==> config.mk <==
export PLATFORM = sky130hd
export DESIGN_NAME = local_ni
export DESIGN_NICKNAME = d
export VERILOG_FILES = /design/src/rtl/local_ni.sv
export SDC_FILE = /design/constraint.sdc
export NUM_CORES = 1
export LEC_CHECK = 0
export ABC_AREA = 1
export CAP_MARGIN = 30
export CORE_MARGIN = 4
export CORE_UTILIZATION = 40
export DETAILED_ROUTE_END_ITERATION = 7
export SETUP_SLACK_MARGIN = 0.05
export SYNTH_ARGS = -nofsm -noshare
export SYNTH_HDL_FRONTEND = slang
export SYNTH_SLANG_ARGS = --single-unit
export TNS_END_PERCENT = 1
==> constraint.sdc <==
create_clock -name clk -period 4.7 [get_ports clk]
set_clock_uncertainty 0.15 [all_clocks]
set_input_delay 0.94 -clock clk [delete_from_list [all_inputs] [get_ports clk]]
set_output_delay 0.94 -clock clk [all_outputs]
set_load 0.1 [all_outputs]
==> src/rtl/local_ni.sv <==
// Local network interface: bit-serial busy/data link to a router's local port,
// with a one-flit TX holding register, a one-flit RX holding register and per-direction flit counters.
`ifndef PAYLOAD_SIZE
`define PAYLOAD_SIZE 4
`endif
`ifndef ADDR_SZ
`define ADDR_SZ 4
`endif

module local_ni #(
    parameter int niid   = -1,
    parameter int FLIT_W = `PAYLOAD_SIZE + `ADDR_SZ
) (
    input  logic              clk,
    input  logic              reset,
    input  logic [FLIT_W-1:0] in_flit,
    input  logic              in_valid,
    output logic              in_ready,
    output logic              link_tx_data,
    input  logic              link_tx_busy,
    input  logic              link_rx_data,
    output logic              link_rx_busy,
    output logic [FLIT_W-1:0] out_flit,
    output logic              out_valid,
    input  logic              out_ack,
    output logic [19:0]       tx_count,
    output logic [19:0]       rx_count,
    output logic              rx_err
);
    localparam int CW = (FLIT_W > 1) ? $clog2(FLIT_W) : 1;
    localparam logic [CW-1:0] LAST_BIT = CW'(FLIT_W - 1);

    typedef enum logic [1:0] {TX_IDLE, TX_START, TX_DATA, TX_GAP} tx_state_t;
    typedef enum logic {RX_IDLE, RX_RECV} rx_state_t;

    tx_state_t         tx_state;
    logic [FLIT_W-1:0] tx_buf;
    logic              tx_full;
    logic [CW-1:0]     tx_bit;

    rx_state_t         rx_state;
    logic [FLIT_W-2:0] rx_shift;
    logic [CW-1:0]     rx_bit;
    logic              rx_drop;
    logic              ack_fire;

    assign in_ready = ~tx_full;
    assign ack_fire = out_valid & out_ack;

    // TX bits are picked from the holding register by index, so a reload during GAP cannot corrupt a frame.
    always_ff @(posedge clk or negedge reset) begin
        if (!reset) begin
            tx_state     <= TX_IDLE;
            tx_buf       <= '0;
            tx_full      <= 1'b0;
            tx_bit       <= '0;
            link_tx_data <= 1'b0;
            tx_count     <= '0;
        end else begin
            if (in_valid && !tx_full) begin
                tx_buf  <= in_flit;
                tx_full <= 1'b1;
            end
            case (tx_state)
                TX_IDLE: begin
                    link_tx_data <= 1'b0;
                    if (tx_full && !link_tx_busy) begin
                        link_tx_data <= 1'b1;
                        tx_state     <= TX_START;
                    end
                end
                TX_START: begin
                    link_tx_data <= tx_buf[0];
                    tx_bit       <= CW'(1);
                    tx_state     <= TX_DATA;
                end
                TX_DATA: begin
                    link_tx_data <= tx_buf[tx_bit];
                    tx_bit       <= tx_bit + CW'(1);
                    if (tx_bit == LAST_BIT) begin
                        tx_full  <= 1'b0;
                        tx_count <= tx_count + 20'd1;
                        tx_state <= TX_GAP;
                    end
                end
                TX_GAP: begin
                    link_tx_data <= 1'b0;
                    tx_state     <= TX_IDLE;
                end
                default: tx_state <= TX_IDLE;
            endcase
        end
    end

    // An ack is handled before a same-edge start bit, so that frame is accepted rather than flagged.
    always_ff @(posedge clk or negedge reset) begin
        if (!reset) begin
            rx_state     <= RX_IDLE;
            rx_shift     <= '0;
            rx_bit       <= '0;
            rx_drop      <= 1'b0;
            out_flit     <= '0;
            out_valid    <= 1'b0;
            link_rx_busy <= 1'b0;
            rx_err       <= 1'b0;
            rx_count     <= '0;
        end else begin
            if (ack_fire) begin
                out_valid    <= 1'b0;
                link_rx_busy <= 1'b0;
                rx_count     <= rx_count + 20'd1;
            end
            case (rx_state)
                RX_IDLE: begin
                    if (link_rx_data) begin
                        link_rx_busy <= 1'b1;
                        rx_bit       <= '0;
                        rx_drop      <= out_valid & ~out_ack;
                        if (out_valid && !out_ack) begin
                            rx_err <= 1'b1;
                        end
                        rx_state <= RX_RECV;
                    end
                end
                RX_RECV: begin
                    rx_shift <= {link_rx_data, rx_shift[FLIT_W-2:1]};
                    rx_bit   <= rx_bit + CW'(1);
                    if (rx_bit == LAST_BIT) begin
                        rx_state <= RX_IDLE;
                        if (!rx_drop) begin
                            out_flit  <= {link_rx_data, rx_shift};
                            out_valid <= 1'b1;
                        end
                    end
                end
                default: rx_state <= RX_IDLE;
            endcase
        end
    end
endmodule

; Word-level counts from Yosys, hierarchy flattened
; Index checks and enable logic that the tools add are counted.
[op_classes]
n_addsub = 4
magnitude_cmp = 1
eq_ne = 8
mux = 23
bitwise = 6
reduce_logical = 13
[op_table]
columns = op, n
row1 = 20-bit by 1-bit adder with 20-bit output (second input constant), 2
row2 = 1-bit two-way mux, 14
row3 = 3-bit case mux with 2 select lines, 2
row4 = 2-bit case mux with 4 select lines, 1
row5 = 3-bit by 1-bit adder with 3-bit output (second input constant), 2
row6 = 3-bit equality test (second input constant), 2
row7 = 2-bit inequality test (second input constant), 3
row8 = 2-bit AND reduction, 3
row9 = 3-bit AND reduction, 2
row10 = 2-bit equality test (second input constant), 2
row11 = 3-bit by 4-bit less-than comparator with 1-bit output (second input constant), 1
row12 = 2-bit two-way mux, 2
row13 = 1-bit NOT, 4
row14 = 1-bit case mux with 4 select lines, 1
row15 = 1-bit binary-select mux with 3-bit select, 1
row16 = 1-bit logical AND, 3
row17 = 1-bit logical NOT, 3
row18 = 3-bit two-way mux, 1
row19 = 1-bit AND, 2
row20 = 2-bit by 1-bit equality test with 1-bit output (second input constant), 1
row21 = 2-bit logical NOT, 1
row22 = 1-bit case mux with 2 select lines, 1
row23 = 2-bit nonzero test, 1
[totals]
register_bits = 78

; Logic depth before layout (Yosys ltp)
; Gate-level depths: netlist of run 1.
[logic_depth]
word_depth = 5
ltp_mapped = 10
ltp_nobuf = 10

; Least setup slack after synthesis of run 1
; Ideal clock, no wire load.
[synth_path]
path_type = register -> register
from = register rx_count[1]
to = register rx_count[18]
setup_ns = 0.122
arrival_ns = 1.994
setup_slack_ns = 2.434
stages_incl_launch_ff = 9
path_buffers = 0
cell_sequence = dfrtp_1 ha_1 nand3_1 nor3_4 nand2_2 nor2_4 nand2_1 nand2_1 nand2_1
[synth_via]
elab_chain_len = 1
[synth_lines]
columns = item, line_no
row1 = from (decl), 27  ; output logic [19:0] rx_count,
row2 = from (signal assigned), 111  ; rx_count <= rx_count + 20'd1;
row3 = 20-bit by 1-bit adder with 20-bit output, 111
; Every way passes these cells.
; A chain may end at the register's enable or synchronous reset.

; Worst setup path in the final report of run 1
[layout_path]
from = register tx_count[3]
to = output tx_count[3]
[layout_lines]
columns = item, line_no
row1 = from (decl), 26  ; output logic [19:0] tx_count,
row2 = from (signal assigned), 82  ; tx_count <= tx_count + 20'd1;
; No word-level cell between the ends.

==> results by group, run 1 <==
Floorplanning
  – Starting Density: 0.415
  – Area of the die: between 10000 and 15000 sq um
  – Row count: 34
  – Core area: 8850 sq um
  – Boundary pin count: 67
  – Die width: roughly 100 um
  – Die Y: about 100 um

Clock tree
  – CTS root buffer: clkbuf_8
  – CTS clk-pin slew, worst paths: 80 ps
  – CTS Sinks: 78
  – CTS tree: built
  – H-Tree Depth: 3
  – CTS buffer count: 9
  – Clk_lat worst skew: roughly 340 ps
  – Setup Buffers After CTS: 0
  – Hold buffer count at CTS: 0
  – Post-CTS sizing: 0
  – Clock tree buffer depth: 2

Timing
  – Max-slew headroom: 0.325
  – Peak Freq: about 320 MHz
  – Fin. max-slew vios: 0
  – Slew @ Worst Pin: 1010 ps
  – Final Hold Fails: 0
  – RSZ-0062 raised after global routing: no
  – Fin crit share: 0.665
  – Final hold slack: 320 ps
  – Tmin final: 3130 ps
  – Final setup fails: 0
  – Setup TNS: 0 ps

Logic synthesis
  – Syn_nets: around 420
  – Post-synth EDFFs: 0
  – Post-Syn Instances: 400
  – Synth area leader: dfrtp_1
  – Sequential area share after synthesis: 0.531
  – Post-synth top area share: 0.531
  – Synth Flop Type: dfrtp_1
  – Synth cell types: 29
  – Post-Syn Area: 3670 sq um
  – FF+latch count, synth: 78
  – Synth area leaders: dfrtp_1 (53%), nand2_1 (9.6%), inv_1 (5.5%)
  – Ys Warns: 0
  – Ys async rst share: 1.00
  – Syn Area/Cell: 9.18 sq um

Place
  – Final HPWL DP: 5360 um
  – Placer Congestion: 0.775
  – # port buffers: 66

Power and ir drop
  – Final Total Pwr: 0.00254 W
  – VDD IR max: 0.297 mV
  – Pwr dens: 540 nW/um^2
  – P_leak: 2.30 nW

Routing
  – Initial drt markers: 108
  – Via count: 2766
  – DRT Pass-1 Iters: 4
  – Via-to-Cell Ratio: approximately 4.7
  – DRC errors left: 0
  – Total wire length: slightly above 7000 um
  – Wire per inst: 12.4 um
  – DRT antenna net count: 0

Worst setup path
  – Startpoint Class: register
  – Critical Path, Cell by Cell: clkdlybuf4s50_1
  – CP max-delay cell: clkdlybuf4s50_1
  – CP Max Fanout: 5
  – Critical path class: reg -> out
  – Buf+Inv Stages, Crit Path: 1
  – WP data required: ~3600 ps
  – Max stage delay on crit path: 1200 ps
  – CP top delay family: buffers and inverters
  – Crit end category: output pin
  – Worst endpoint data arrival time: 2040 ps

Final layout
  – N_diodes: 0
  – Final core utilization: 0.531
  – Fin nets: roughly 500
  – Commonest non-fill, non-tap cell in the layout: nand2_1
  – Commonest non-fill, non-tap cells in the layout: nand2_1 (94), dfrtp_1 (78), clkdlybuf4s50_1 (65)
  – Filler cell count: 828
  – Synth-to-layout area growth: 28.0%
  – Layout cell share with drive strength beyond 1: 0.0835

Job
  – Max_cap viols: 0

Run status
  – Status: finished, final reports clean

Global routing
  – First-pass GRT wire length: 13000 um
  – Pin count of the biggest net entering global routing: 44
  – GRT overflow: 0
  – Number of global-route vias before repair: around 2.8k
  – Initial antenna violation count: 0
  – Total track usage: 0.145

Hold path
  – Hold crit path type: reg -> reg
worst min-delay path: stages (launching register included):
cell and delay [ps]:
dfrtp_1 350, inv_1 40, nand2_1 50
synthesized netlist by cell type, types with 8 or more instances:
master / n
ha_1: 9
dfrtp_1: 78
nand4_1: 8
nor2_1: 34
nand2_1: 94
inv_1: 54
nand3_1: 21
o21ai_0: 26
xor2_1: 16
xnor2_1: 10
a21oi_1: 11
layout make-up:
cell class / count / area, sq um / share of cell area
clock buffer: 11 / 141 / 0.0301
clock inverter: 5 / 81.3 / 0.0173
inverter: 55 / 206 / 0.0439
multi-input combinational: 263 / 1500 / 0.319
sequential: 78 / 1950 / 0.415
tap: 108 / 135 / 0.0287
timing repair buffer: 67 / 686 / 0.146
kinds of logic after synthesis:
group           share of synthesized area
compound gates                     0.0593
xor+xnor                           0.0620
fa+ha+maj                          0.0307
buf+inv                            0.0603
flops                               0.531
mux                               0.00613
simple gates                        0.250
state kept, by name (all words and copies together) (netlist names):
signal,flops
tx_buf,8
tx_count,20
link_tx_data,1
rx_shift,7
tx_state,2
tx_bit,3
tx_full,1
rx_err,1
rx_state,1
out_flit,8
rx_drop,1
rx_bit,3
link_rx_busy,1
out_valid,1
rx_count,20
per-stage QoR:
stage / setup slack (ps) / cells / cell area [sq um]
finish: 1570 / 587 / 4700
global placement: 1950 / 570 / 4450
floorplan: 2430 / 400 / 3670
detailed placement: 1940 / 571 / 4480
CTS: 1550 / 587 / 4700
global route: 1510 / 587 / 4700
path summary, 6_finish.rpt:
kind,from,to,slack (ps),cells past startpoint
min in group asynchronous,reset,tx_buf[6],410,1
setup reg to reg,tx_bit[0],tx_count[17],2740,7
setup / recovery,tx_count[3],tx_count[3],1570,1
hold / removal,rx_err,rx_err,320,2
hold reg to reg,rx_err,rx_err,320,2
max in group asynchronous,reset,tx_count[11],3410,2
power by group:
group | switching, W | total (W) | internal (W)
sequential | 0.000126 | 0.000952 | 0.000826
combinational | 0.000757 | 0.00103 | 0.000272
clock | 0.000244 | 0.000559 | 0.000315
per-layer routing:
metal | up-vias | routed length [um] | global-route usage
met4 | 0 | 99 | 0.0608
met1 | 1302 | 3410 | 0.185
met2 | 42 | 3510 | 0.235
met5 | - | 0 | 0
met3 | 8 | 246 | 0.0361
li1 | 1414 | - | -
Power figures use the tool's default switching activity.
==> run 2: changes to the inputs <==
clock period = 3.3 ns   (was 4.7 ns; I/O delays follow)
==> run 2 against run 1 <==
  * Worst hold slack lost 270 ps
  * Critical path depth stayed put
  * Largest power group unchanged
  * Largest cell class unchanged
  * Sequential share of layout area rose by 1.1 points
==> results by group, run 2 (synthesis results as in run 1) <==
Timing
  – RSZ-0062 raised after global routing: no
  – Tmin final: 2010 ps
  – Slew @ Worst Pin: 596 ps
  – Final Hold Fails: 0
  – Final setup fails: 0
  – Fin. max-slew vios: 0
  – Peak Freq: 498 MHz
  – Fin crit share: 0.609
  – Setup TNS: 0 ps
  – Max-slew headroom: 0.603

Global routing
  – Gr busiest metal: met2
  – First-pass GRT wire length: between 10000 and 15000 um
  – GRT overflow: 0
  – Number of global-route vias before repair: 2783
  – Initial antenna violation count: 0
  – Met1 GRT Util: 0.188
  – Pin count of the biggest net entering global routing: 59
  – Met3 usage: 0.0243
  – Met2 usage: 0.240
  – Total track usage: 0.144

Clock tree
  – Post-CTS sizing: 0
  – CTS Sinks: slightly below 80
  – Hold buffer count at CTS: 0
  – Setup Buffers After CTS: 0
  – Clock tree buffer depth: 2
  – CTS buffer count: 9
  – CTS tree: built
  – CTS root buffer: clkbuf_8
  – Clk_lat worst skew: around 340 ps
  – H-Tree Depth: 3
  – CTS clk-pin slew, worst paths: roughly 80 ps

Worst setup path
  – WP data required: 2490 ps
  – Critical Path, Cell by Cell: buf_4
  – CP max-delay cell: dfrtp_1
  – Critical path class: reg -> out
  – Worst endpoint data arrival time: 1200 ps
  – Crit end category: output pin
  – CP top delay family: flip-flops
  – CP Max Fanout: 5
  – Max stage delay on crit path: 510 ps
  – Startpoint Class: register
  – Buf+Inv Stages, Crit Path: 1

Final layout
  – Commonest non-fill, non-tap cells in the layout: nand2_1 (94), dfrtp_1 (78), inv_1 (54), buf_4 (54), nor2_1 (34)
  – Fin area: 4580 sq um
  – Layout cell share with drive strength beyond 1: 0.195
  – Filler cell count: 850
  – Commonest non-fill, non-tap cell in the layout: nand2_1
  – Fin nets: 497
  – Biggest regs: rx_count (20), tx_count (20)
  – Synth-to-layout area growth: 24.7%
  – N_diodes: 0

Floorplanning
  – Die width: 104 um
  – Starting Density: 0.415
  – Core area: 8850 sq um
  – Boundary pin count: 67
  – Die Y: 104 um
  – Area of the die: 10800 sq um
  – Row count: 34

Routing
  – Total wire length: 7120 um
  – DRT antenna net count: 0
  – DRC errors left: 0
  – DRT Pass-1 Iters: 4
  – Initial drt markers: 73
  – Via-to-Cell Ratio: roughly 4.7
  – Wire per inst: roughly 12 um
  – Via count: 2766

Run status
  – Status: finished, final reports clean

Power and ir drop
  – Clock power share: 0.231
  – P_leak: 2.40 nW
  – Int Pwr: 0.00203 W
  – Net Sw Power: between 0.0015 and 0.002 W
  – Sw frac: 0.442
  – Seq pwr share: 0.374
  – Pwr dens: 793 nW/um^2
  – VDD IR max: 0.384 mV
  – Combinational Power Share: 0.394

Place
  – Placer Congestion: 0.796
  – # port buffers: 66
  – Final HPWL DP: 5280 um
  – Post-Place Cell Area: between 4000 and 5000 sq um

Hold path
  – Hold crit path type: in -> async

Job
  – Max_cap viols: 0
==> run 2: cell types whose count changed in the layout (fill, tap and decap cells not counted) <==
cell / change
clkbuf_8: -1
clkbuf_1: -1
inv_6: -1
buf_4: +53
clkinv_4: +1
bufinv_16: +1
clkdlybuf4s50_1: -53
==> run 2: metrics by stage <==
step / setup slack, ps / instances / power (W) / hold slack (ps) / utilization
after global placement: 1020 / 570 / 0.00280 / 299 / 0.488
after CTS: 1260 / 586 / 0.00368 / 43.4 / 0.518
after global routing: 1170 / 586 / 0.00386 / 52.4 / 0.518
final: 1290 / 586 / 0.00363 / 48.8 / 0.518
after detailed placement: 978 / 571 / 0.00283 / 320 / 0.491
after floorplan: 1030 / 400 / 0.00248 / 214 / -
==> run 2: layout make-up <==
| type | count | area, sq um | share of cell area |
|---|---|---|---|
| clock buffer | 9 | 124 | 0.0270 |
| clock inverter | 6 | 111 | 0.0243 |
| inverter | 55 | 206 | 0.0451 |
| multi-input combinational | 263 | 1500 | 0.327 |
| sequential | 78 | 1950 | 0.426 |
| tap | 108 | 135 | 0.0295 |
| timing repair buffer | 67 | 553 | 0.121 |
==> run 2: path summary, 6_finish.rpt <==
| kind | from | endpoint | slack (ps) | depth (start not counted) |
|---|---|---|---|---|
| hold / removal | reset | tx_buf[6] | 50 | 1 |
| max in group asynchronous | reset | tx_count[6] | 2380 | 2 |
| min in group clk | rx_shift[1] | rx_shift[0] | 330 | 2 |
| setup / recovery | rx_count[4] | rx_count[4] | 1290 | 1 |
| hold reg to reg | rx_shift[1] | rx_shift[0] | 330 | 2 |
| setup reg to reg | tx_bit[0] | tx_count[18] | 1430 | 9 |
==> run 2: per-layer routing <==
layer	vias to the layer above	wire length, um	share of wire
li1	1412	-	-
met1	1296	3410	0.48
met2	49	3360	0.47
met3	9	223	0.031
met4	0	131	0.018
met5	-	0	0
==> run 2: worst register-to-register path: stages, from the launching register on <==
cell and delay, ps:
dfrtp_1 480, ha_1 190, ha_1 210, nand2_4 130, nor2_8 180, nand3_4 130, nor2_4 120, nand3_1 70
nand2_1 70, inv_1 40
==> run 2: power groups by stage <==
stage / registers [W] / clock network, W / logic, W
detailed placement: 0.00138 / 0 / 0.00145
finish: 0.00136 / 0.000841 / 0.00143
global route: 0.00140 / 0.000902 / 0.00156
global placement: 0.00138 / 0 / 0.00142
floorplan: 0.00203 / 0 / 0.000455
CTS: 0.00136 / 0.000870 / 0.00145
==> run 3: changes to the inputs <==
PLACE_DENSITY = 0.66   (was not set)
clock period = 1.8 ns   (was 3.3 ns; I/O delays follow)
==> run 3 against run 2 <==
  * Die area did not move
  * Sequential power grew 90%
  * Core utilization grew 11 points
  * Combinational power up 130%
  * Register-to-register slack lost 1300 ps
  * Cell count increased by 3.9%
  * Worst hold slack gained 290 ps
  * Power is 110% higher
  * Via count up 3.8%
==> results by group, run 3 (synthesis results as in run 1) <==
Clock tree
  – CTS Sinks: 78
  – CTS tree: built
  – CTS root buffer: clkbuf_8
  – Clock tree buffer depth: 2
  – Clk_lat worst skew: 350 ps
  – H-Tree Depth: 3
  – CTS buffer count: 9
  – CTS clk-pin slew, worst paths: 80 ps

Routing
  – DRT antenna net count: 0
  – Via-to-Cell Ratio: 4.72
  – Via count: 2872
  – Wire per inst: 12.3 um
  – Total wire length: ~7500 um
  – DRT Pass-1 Iters: 4
  – Initial drt markers: 73
  – DRC errors left: 0

Worst setup path
  – Startpoint Class: register
  – Critical Path, Cell by Cell: buf_4 -> buf_12
  – Critical path class: reg -> out
  – CP Max Fanout: 4
  – WP data required: about 1300 ps
  – CP top delay family: flip-flops
  – Max stage delay on crit path: 500 ps
  – CP max-delay cell: dfrtp_4
  – Worst endpoint data arrival time: roughly 1200 ps
  – Buf+Inv Stages, Crit Path: 2
  – Crit end category: output pin

Power and ir drop
  – Seq pwr share: 0.342
  – Combinational Power Share: 0.434
  – Clock power share: 0.224
  – Int Pwr: 0.00445 W
  – VDD IR max: 0.881 mV
  – Sw frac: 0.411
  – Net Sw Power: slightly above 0.003 W
  – P_leak: 2.61 nW
  – Pwr dens: between 1000 and 1500 nW/um^2
  – Final Total Pwr: 0.00756 W

Floorplanning
  – Boundary pin count: 67
  – Core area: 8850 sq um
  – Die width: roughly 100 um
  – Die Y: approximately 100 um
  – Row count: 34
  – Starting Density: 0.415
  – Area of the die: 10800 sq um

Global routing
  – Number of global-route vias before repair: 2882
  – Total track usage: 0.148
  – Initial antenna violation count: 0
  – GRT overflow: 0
  – First-pass GRT wire length: approximately 13000 um
  – Pin count of the biggest net entering global routing: 37

Timing
  – Final worst setup slack: 134 ps
  – Final Hold Fails: 0
  – Max-slew headroom: 0.677
  – Final setup fails: 0
  – Peak Freq: between 600 and 700 MHz
  – Tmin final: 1670 ps
  – Fin crit share: 0.925
  – Slew @ Worst Pin: 484 ps
  – RSZ-0062 raised after global routing: yes
  – Fin. max-slew vios: 0
  – Setup TNS: 0 ps

Final layout
  – Synth-to-layout area growth: 50.9%
  – Final core utilization: 0.627
  – N_diodes: 0
  – Commonest non-fill, non-tap cells in the layout: nand2_1 (94), buf_12 (54), inv_1 (53)
  – Layout cell share with drive strength beyond 1: 0.309
  – Fin nets: 519
  – Commonest non-fill, non-tap cell in the layout: nand2_1
  – Biggest regs: rx_count (20), tx_count (20)

Hold path
  – Hold crit path type: reg -> reg

Place
  – Setup Slack @ Placement: -135 ps
  – Placer Congestion: just under 0.8
  – # port buffers: 66
  – Final HPWL DP: 5610 um

Job
  – Max_cap viols: 0

Run status
  – Status: finished, final reports clean
[run 3: cell types whose count changed in the layout (fill, tap and decap cells not counted), sizes merged]
cell,delta
clkbuf,+1
inv,-1
bufinv,+1
buf,+21
dlygate4sd3,+1
[run 3: worst min-delay path, stage by stage (launching register included)]
cell,delay (ps)
dfrtp_1,350
nand2_1,50
o21ai_0,60
[run 3: power by group through the flow]
stage	Combinational, W	Sequential (W)	Clock (W)
2_1_floorplan	0.000842	0.00376	0
3_3_place_gp	0.00319	0.00261	0
3_5_place_dp	0.00325	0.00263	0
4_1_cts	0.00327	0.00259	0.00173
5_1_grt	0.00352	0.00265	0.00181
6_report	0.00328	0.00259	0.00169
[run 3: final cells by class]
| cell class | count | area (sq um) |
|---|---|---|
| clock inverter | 6 | 134 |
| sequential | 78 | 2000 |
| tap | 108 | 135 |
| inverter | 55 | 210 |
| timing repair buffer | 89 | 1380 |
| multi-input combinational | 263 | 1560 |
| fill | 727 | 3300 |
| clock buffer | 10 | 128 |
[run 3: routing by layer]
metal | GRT usage | wire, um | vias to the layer above
li1 | - | - | 1455
met1 | 0.196 | 3380 | 1346
met2 | 0.237 | 3730 | 59
met3 | 0.0261 | 249 | 12
met4 | 0.0684 | 155 | 0
met5 | 0 | 0 | -
[run 3: worst paths after layout]
kind | from | end | slack, ps | depth (start not counted)
max | tx_count[0] | tx_count[0] | 130 | 2
min | rx_shift[4] | rx_shift[3] | 340 | 2
max reg2reg | tx_bit[1] | tx_count[17] | 160 | 7
min reg2reg | rx_shift[4] | rx_shift[3] | 340 | 2
max in group asynchronous | reset | tx_count[8] | 570 | 3
min in group asynchronous | reset | tx_bit[0] | 370 | 2
[run 3: stage by stage]
stage | cell area (sq um) | hold slack (ps) | instances
3_3_place_gp | 5160 | 213 | 583
5_1_grt | 5540 | 368 | 609
4_1_cts | 5430 | 340 | 600
2_1_floorplan | 3740 | -85.6 | 400
3_5_place_dp | 5160 | 215 | 583
6_report | 5540 | 338 | 609
[run 3: repair_timing]
| action | in CTS | in global routing |
|---|---|---|
| hold buffers | 1 | 0 |
| endpoints found under the setup margin | 4 | 10 |
| buffers inserted | 0 | 9 |
| gates resized for setup | 0 | 8 |
| hold endpoints to repair | 33 | 0 |
| cloned | 0 | 0 |
| pin swaps | 0 | 6 |
